`src/rtl/nv_fifo_ctrl_64x116.sv`:
```
// Valid/ready FIFO controller for an external 64x116 two-port RAM (registered read address, combinational dout).
// Define NV_FIFO_CTRL_RD_FLOP_EN to register rd_pd through an extra output stage (one more cycle of latency).
module nv_fifo_ctrl_64x116 #(
  parameter int DW       = 116,
  parameter int AW       = 6,
  parameter int AFULL_TH = 60
) (
  input  logic          nvdla_core_clk,
  input  logic          nvdla_core_rstn,
  input  logic          wr_pvld,
  output logic          wr_prdy,
  input  logic [DW-1:0] wr_pd,
  output logic          rd_pvld,
  input  logic          rd_prdy,
  output logic [DW-1:0] rd_pd,
  output logic [AW:0]   fifo_cnt,
  output logic          fifo_afull,
  output logic [AW-1:0] ram_wa,
  output logic          ram_we,
  output logic [DW-1:0] ram_di,
  output logic [AW-1:0] ram_ra,
  output logic          ram_re,
  input  logic [DW-1:0] ram_dout,
  input  logic [31:0]   pwrbus_ram_pd
);

  localparam logic [AW:0]   DEPTH_V  = {1'b1, {AW{1'b0}}};
  localparam logic [AW:0]   AFULL_V  = (AW+1)'(AFULL_TH);
  localparam logic [AW:0]   CNT_ONE  = {{AW{1'b0}}, 1'b1};
  localparam logic [AW-1:0] PTR_ONE  = {{(AW-1){1'b0}}, 1'b1};
  localparam logic [AW:0]   CNT_ZERO = {(AW+1){1'b0}};

  logic [AW-1:0] wr_ptr_q, wr_ptr_d;
  logic [AW-1:0] rd_ptr_q, rd_ptr_d;
  logic [AW:0]   cnt_q, cnt_d;
  logic [AW:0]   unread_q, unread_d;
  logic          rvld_q, rvld_d;
  logic          afull_q, afull_d;
  logic          wr_rdy_s, push_s, pop_s, issue_s;
  logic          pwrbus_unused_s;

`ifdef NV_FIFO_CTRL_RD_FLOP_EN
  logic          s1_vld_q, s1_vld_d;
  logic [DW-1:0] out_pd_q, out_pd_d;
  logic          move_s;
`endif

  // Power control belongs to the RAM macro in the parent; nothing here consumes it.
  assign pwrbus_unused_s = ^pwrbus_ram_pd;

  // Handshake decode and next-state computation.
  always_comb begin
    wr_rdy_s = (cnt_q != DEPTH_V);
    push_s   = wr_pvld & wr_rdy_s;
    pop_s    = rvld_q & rd_prdy;
`ifdef NV_FIFO_CTRL_RD_FLOP_EN
    // The RAM-data stage may refill whenever it is empty or draining into the output flop.
    move_s   = s1_vld_q & (~rvld_q | rd_prdy);
    issue_s  = (unread_q != CNT_ZERO) & (~s1_vld_q | move_s);
`else
    issue_s  = (unread_q != CNT_ZERO) & (~rvld_q | rd_prdy);
`endif

    if (push_s) begin
      wr_ptr_d = wr_ptr_q + PTR_ONE;
    end else begin
      wr_ptr_d = wr_ptr_q;
    end

    if (issue_s) begin
      rd_ptr_d = rd_ptr_q + PTR_ONE;
    end else begin
      rd_ptr_d = rd_ptr_q;
    end

    // Entries stay counted until popped, so the slot under the RAM read address is never reused early.
    case ({push_s, pop_s})
      2'b10:   cnt_d = cnt_q + CNT_ONE;
      2'b01:   cnt_d = cnt_q - CNT_ONE;
      default: cnt_d = cnt_q;
    endcase

    case ({push_s, issue_s})
      2'b10:   unread_d = unread_q + CNT_ONE;
      2'b01:   unread_d = unread_q - CNT_ONE;
      default: unread_d = unread_q;
    endcase

    afull_d = (cnt_d >= AFULL_V);

`ifdef NV_FIFO_CTRL_RD_FLOP_EN
    if (issue_s) begin
      s1_vld_d = 1'b1;
    end else if (move_s) begin
      s1_vld_d = 1'b0;
    end else begin
      s1_vld_d = s1_vld_q;
    end

    if (move_s) begin
      rvld_d   = 1'b1;
      out_pd_d = ram_dout;
    end else if (pop_s) begin
      rvld_d   = 1'b0;
      out_pd_d = out_pd_q;
    end else begin
      rvld_d   = rvld_q;
      out_pd_d = out_pd_q;
    end
`else
    if (issue_s) begin
      rvld_d = 1'b1;
    end else if (pop_s) begin
      rvld_d = 1'b0;
    end else begin
      rvld_d = rvld_q;
    end
`endif
  end

  // State registers with synchronous active-low reset; RAM contents are left untouched.
  always_ff @(posedge nvdla_core_clk) begin
    if (!nvdla_core_rstn) begin
      wr_ptr_q <= {AW{1'b0}};
      rd_ptr_q <= {AW{1'b0}};
      cnt_q    <= CNT_ZERO;
      unread_q <= CNT_ZERO;
      rvld_q   <= 1'b0;
      afull_q  <= 1'b0;
`ifdef NV_FIFO_CTRL_RD_FLOP_EN
      s1_vld_q <= 1'b0;
      out_pd_q <= {DW{1'b0}};
`endif
    end else begin
      wr_ptr_q <= wr_ptr_d;
      rd_ptr_q <= rd_ptr_d;
      cnt_q    <= cnt_d;
      unread_q <= unread_d;
      rvld_q   <= rvld_d;
      afull_q  <= afull_d;
`ifdef NV_FIFO_CTRL_RD_FLOP_EN
      s1_vld_q <= s1_vld_d;
      out_pd_q <= out_pd_d;
`endif
    end
  end

  assign wr_prdy    = wr_rdy_s;
  assign rd_pvld    = rvld_q;
  assign fifo_cnt   = cnt_q;
  assign fifo_afull = afull_q;
  assign ram_we     = push_s & nvdla_core_rstn;
  assign ram_wa     = wr_ptr_q;
  assign ram_di     = wr_pd;
  assign ram_re     = issue_s & nvdla_core_rstn;
  assign ram_ra     = rd_ptr_q;
`ifdef NV_FIFO_CTRL_RD_FLOP_EN
  assign rd_pd      = out_pd_q;
`else
  assign rd_pd      = ram_dout;
`endif

endmodule

```
`config.mk`:
```
export PLATFORM = sky130hd
export DESIGN_NAME = nv_fifo_ctrl_64x116
export DESIGN_NICKNAME = d
export VERILOG_FILES = /design/src/rtl/nv_fifo_ctrl_64x116.sv
export SDC_FILE = /design/constraint.sdc
export NUM_CORES = 1
export LEC_CHECK = 0
export CAP_MARGIN = 20
export CORE_AREA = 2 2 201 203
export CTS_BUF_LIST = sky130_fd_sc_hd__clkbuf_8
export CTS_CLUSTER_SIZE = 10
export DETAILED_ROUTE_END_ITERATION = 7
export DIE_AREA = 0 0 203 205
export GPL_TIMING_DRIVEN = 1
export SETUP_SLACK_MARGIN = 0.02
export SLEW_MARGIN = 10
export SYNTH_ARGS = -nofsm -noshare
export SYNTH_HDL_FRONTEND = slang
export SYNTH_SLANG_ARGS = --single-unit
```
`constraint.sdc`:
```
create_clock -name nvdla_core_clk -period 3.7 [get_ports nvdla_core_clk]
set_input_delay 0.37 -clock nvdla_core_clk [delete_from_list [all_inputs] [get_ports nvdla_core_clk]]
set_output_delay 0.37 -clock nvdla_core_clk [all_outputs]
set_load 0.03 [all_outputs]
```
==> reports/metrics.yaml <==
logic_synthesis:
  synth_area_um2: 3440
  synthArstFlopShare_pct: 0
  synth_cells: 420
  syn_nets: 704
  synth_cell_type_count: 46
  synth_top_cell_by_area: "buf_4"
  avgSynthCellArea_um2: 8.18
  ys.flop_type: "dfxtp_1"
  yosysMostFrequentCell: "buf_4"
  synth-seq-area-share_pct: 16.3
  ys_ff_latch: 28
  synthTopCellsByArea: "buf_4 51%, dfxtp_1 16%, ha_1 5.1%"
  synth_top_cells_by_count: "232 x buf_4, 28 x dfxtp_1, 21 x and2_1, 18 x nand2_1, 14 x ha_1"
  netlist.area_leader.share_pct: 50.7
  yosys_warnings: 0
  synth_edf_count: 0
placed_design:
  portBuffers: 27
  dp_hpwl_um: 7080
  gp_congestion: 0.728
min_path:
  holdPathEnd: "unread_q[6]"
  hold_depth: 2
  hold_path.class: "reg2reg"
  hp-start: "unread_q[6]"
critical_path:
  slowest_stage: "ha_1"
  cp_data_required_time_ns: 3.90
  worst-path-max-fanout: 10
  cp-end-kind: "flip-flop"
  cp-start-kind: "flip-flop"
  critPathTopFamily: "simple AND/OR/NAND/NOR gates"
  reg2regPathDepth: 10
  path_cells: "nor4_2 > a31oi_2 > inv_1 > ha_1 > ha_1 > a211oi_2 > nor4b_1 > or3b_1 > mux2i_2 > a41o_1"
  crit_buf_inv: 1
  r2r_slack_ns: 0.60
  cpMostUsedCell: "ha_1"
  r2r-start: "fifo_cnt[5]"
  cp.arrival_ns: 3.30
  path_class: "reg2reg"
  reg2reg_to: "fifo_afull"
  max_stage_delay_ns: 0.43
drt:
  vias: 1810
  remaining_drc_errors: 0
  drt-initial-drc-count: 138
  wirelength_um: 8880
  dr.pass1.iters: 4
  drtAntennaViolNets: 0
  wl_per_cell_um: 12.0
  vias_per_cell: 2.44
global_routing:
  antenna_found_initial: 0
  grt_pass1_wl_um: 11700
  grtUsageTotal_pct: 3.96
  grt_max_degree: 34
  grt_pass1_vias: 1720
  grt-ovfl-total: 0
power_and_ir_drop:
  internal_power_uw: 979
  p_leak_uw: 0.000852
  p_per_area_nw_per_um2: 649
  p_comb_share_pct: 58.4
  power_frac_clock_pct: 14.7
  swShare_pct: 44.1
  p_sw_uw: 772
  ir_drop_uv: 276
  totalPowerFinal_uw: 1750
  p_seq_share_pct: 26.8
clocking:
  htree_levels: 1
  clk_latency_ns: 0.29
  root_buffer: "clkbuf_8"
  cts_tree: "built"
  clk_pin_slew_ns: 0.11
  cts-resized-gates: 0
  cts_sinks: 28
  cts.hold.buffers_added: 0
  cts_buffers: 3
  postCtsSetupBuffers: 0
  cts_buffer_depth: 2
sta:
  finalCritPeriodShare_pct: 83.8
  tightestPinTransition_ns: 0.473
  period_needed_ns: 3.10
  grt_setup_unrepaired: "no"
  finalMaxSlewViolations: 0
  setup_tns_ns: 0
  max_freq_mhz: 323
  timing.clock.skew_ns: 0.00618
  setup_violations: 0
  finalHoldViolCount: 0
  timing.max_slew.rel_slack_pct: 68.2
run:
  max_cap_viol_count: 0
die:
  pin_count: 524
  coreArea_um2: 39400
  die_h_um: 205
  initial_utilization_pct: 8.73
  die_x_um: 203
  rows: 73
  die-area_um2: 41600
final_layout:
  area_delta_synth_final_pct: -21.4
  drive_gt1_share_pct: 6.45
  final_nets: 502
  ff_latch_area_um2: 561
  multiInputGateArea_um2: 1090
  nFillCells: 4598
run_status:
  status: "completed"
## worst reg2reg max path, stage by stage, from the launching register on
cell      delay (ns)
dfxtp_1         0.37
nor4_2          0.35
a31oi_2         0.16
inv_1           0.17
ha_1            0.43
ha_1            0.38
a211oi_2        0.29
nor4b_1         0.09
or3b_1          0.39
mux2i_2         0.18
a41o_1          0.20
## stage by stage
| stage | cell area (um^2) | hold slack, ns | setup slack, ns | utilization [%] | instances |
|---|---|---|---|---|---|
| 4_1_cts | 2700 | 0.508 | 0.630 | 6.85 | 742 |
| 5_1_grt | 2700 | 0.544 | 0.474 | 6.85 | 742 |
| 3_5_place_dp | 2630 | 0.492 | 0.456 | 6.67 | 738 |
| 6_report | 2700 | 0.509 | 0.599 | 6.86 | 743 |
| 3_3_place_gp | 2630 | 0.485 | 0.471 | 6.67 | 738 |
| 2_1_floorplan | 3440 | 0.468 | 0.691 | - | 420 |
## layout by cell type, fill, tap and decap left out, drive strengths merged, types with 3 or more instances in the layout
cell / n
a21oi: 6
a21o: 3
mux2i: 3
nor3: 3
o21a: 3
xor2: 7
a31oi: 3
buf: 3
inv: 6
clkdlybuf4s50: 27
nor2: 6
nand4: 7
dfxtp: 28
clkbuf: 3
o21ai: 10
and2: 21
xnor2: 10
nor2b: 7
a211oi: 3
nand3: 3
ha: 14
nand2: 18
## worst max path at each step
stage                      startpoint         end  slack [ns]  cells after the start
after floorplan           fifo_cnt[1]  fifo_afull        0.69                     10
after global placement        wr_pvld  fifo_afull        0.47                     11
after detailed placement      wr_pvld  fifo_afull        0.46                     11
after CTS                 fifo_cnt[5]  fifo_afull        0.63                     10
after global routing      fifo_cnt[5]  fifo_afull        0.47                     10
final                     fifo_cnt[5]  fifo_afull        0.60                     10
## logic make-up (layout without fill, tap and decap cells)
group	after synthesis	in the layout	share of synthesized area [%]
AND/OR/NAND/NOR	77	77	12.9
buffers and inverters	243	40	51.9
flip-flops	28	28	16.3
adder cells (fa/ha/maj)	16	16	6.26
AO/OA/AOI/OAI	36	36	7.36
multiplexers	3	3	0.983
other	0	1	0
XOR/XNOR	17	17	4.33
## state kept, by name, indices dropped and copies added, names as in the netlist
signal      flops
fifo_afull      1
fifo_cnt        7
ram_ra          6
ram_wa          6
rd_pvld         1
unread_q        7
## routing by layer
metal  up-vias  track usage [%]  wire, um
li1        722                -         -
met1       742             2.85      2240
met2       191             5.01      3350
met3       153             3.40      1760
met4         2             6.28      1480
met5         -             1.07        55
## power groups by stage
stage                     Clock (uW)  Combinational [uW]  Sequential, uW
final                            258                1020             469
after global routing             290                1140             486
after CTS                        274                1030             472
after detailed placement           0                1020             478
after global placement             0                1000             475
after floorplan                    0                1150             542
## cell type report
| type | count | area share (%) |
|---|---|---|
| timing repair buffer | 30 | 10.8 |
| inverter | 6 | 0.834 |
| clock buffer | 3 | 1.53 |
| multi-input combinational | 149 | 40.5 |
| sequential | 28 | 20.8 |
| antenna | 1 | 0.0927 |
| tap | 525 | 24.3 |
| clock inverter | 1 | 1.11 |
Power figures use the tool's default switching activity.
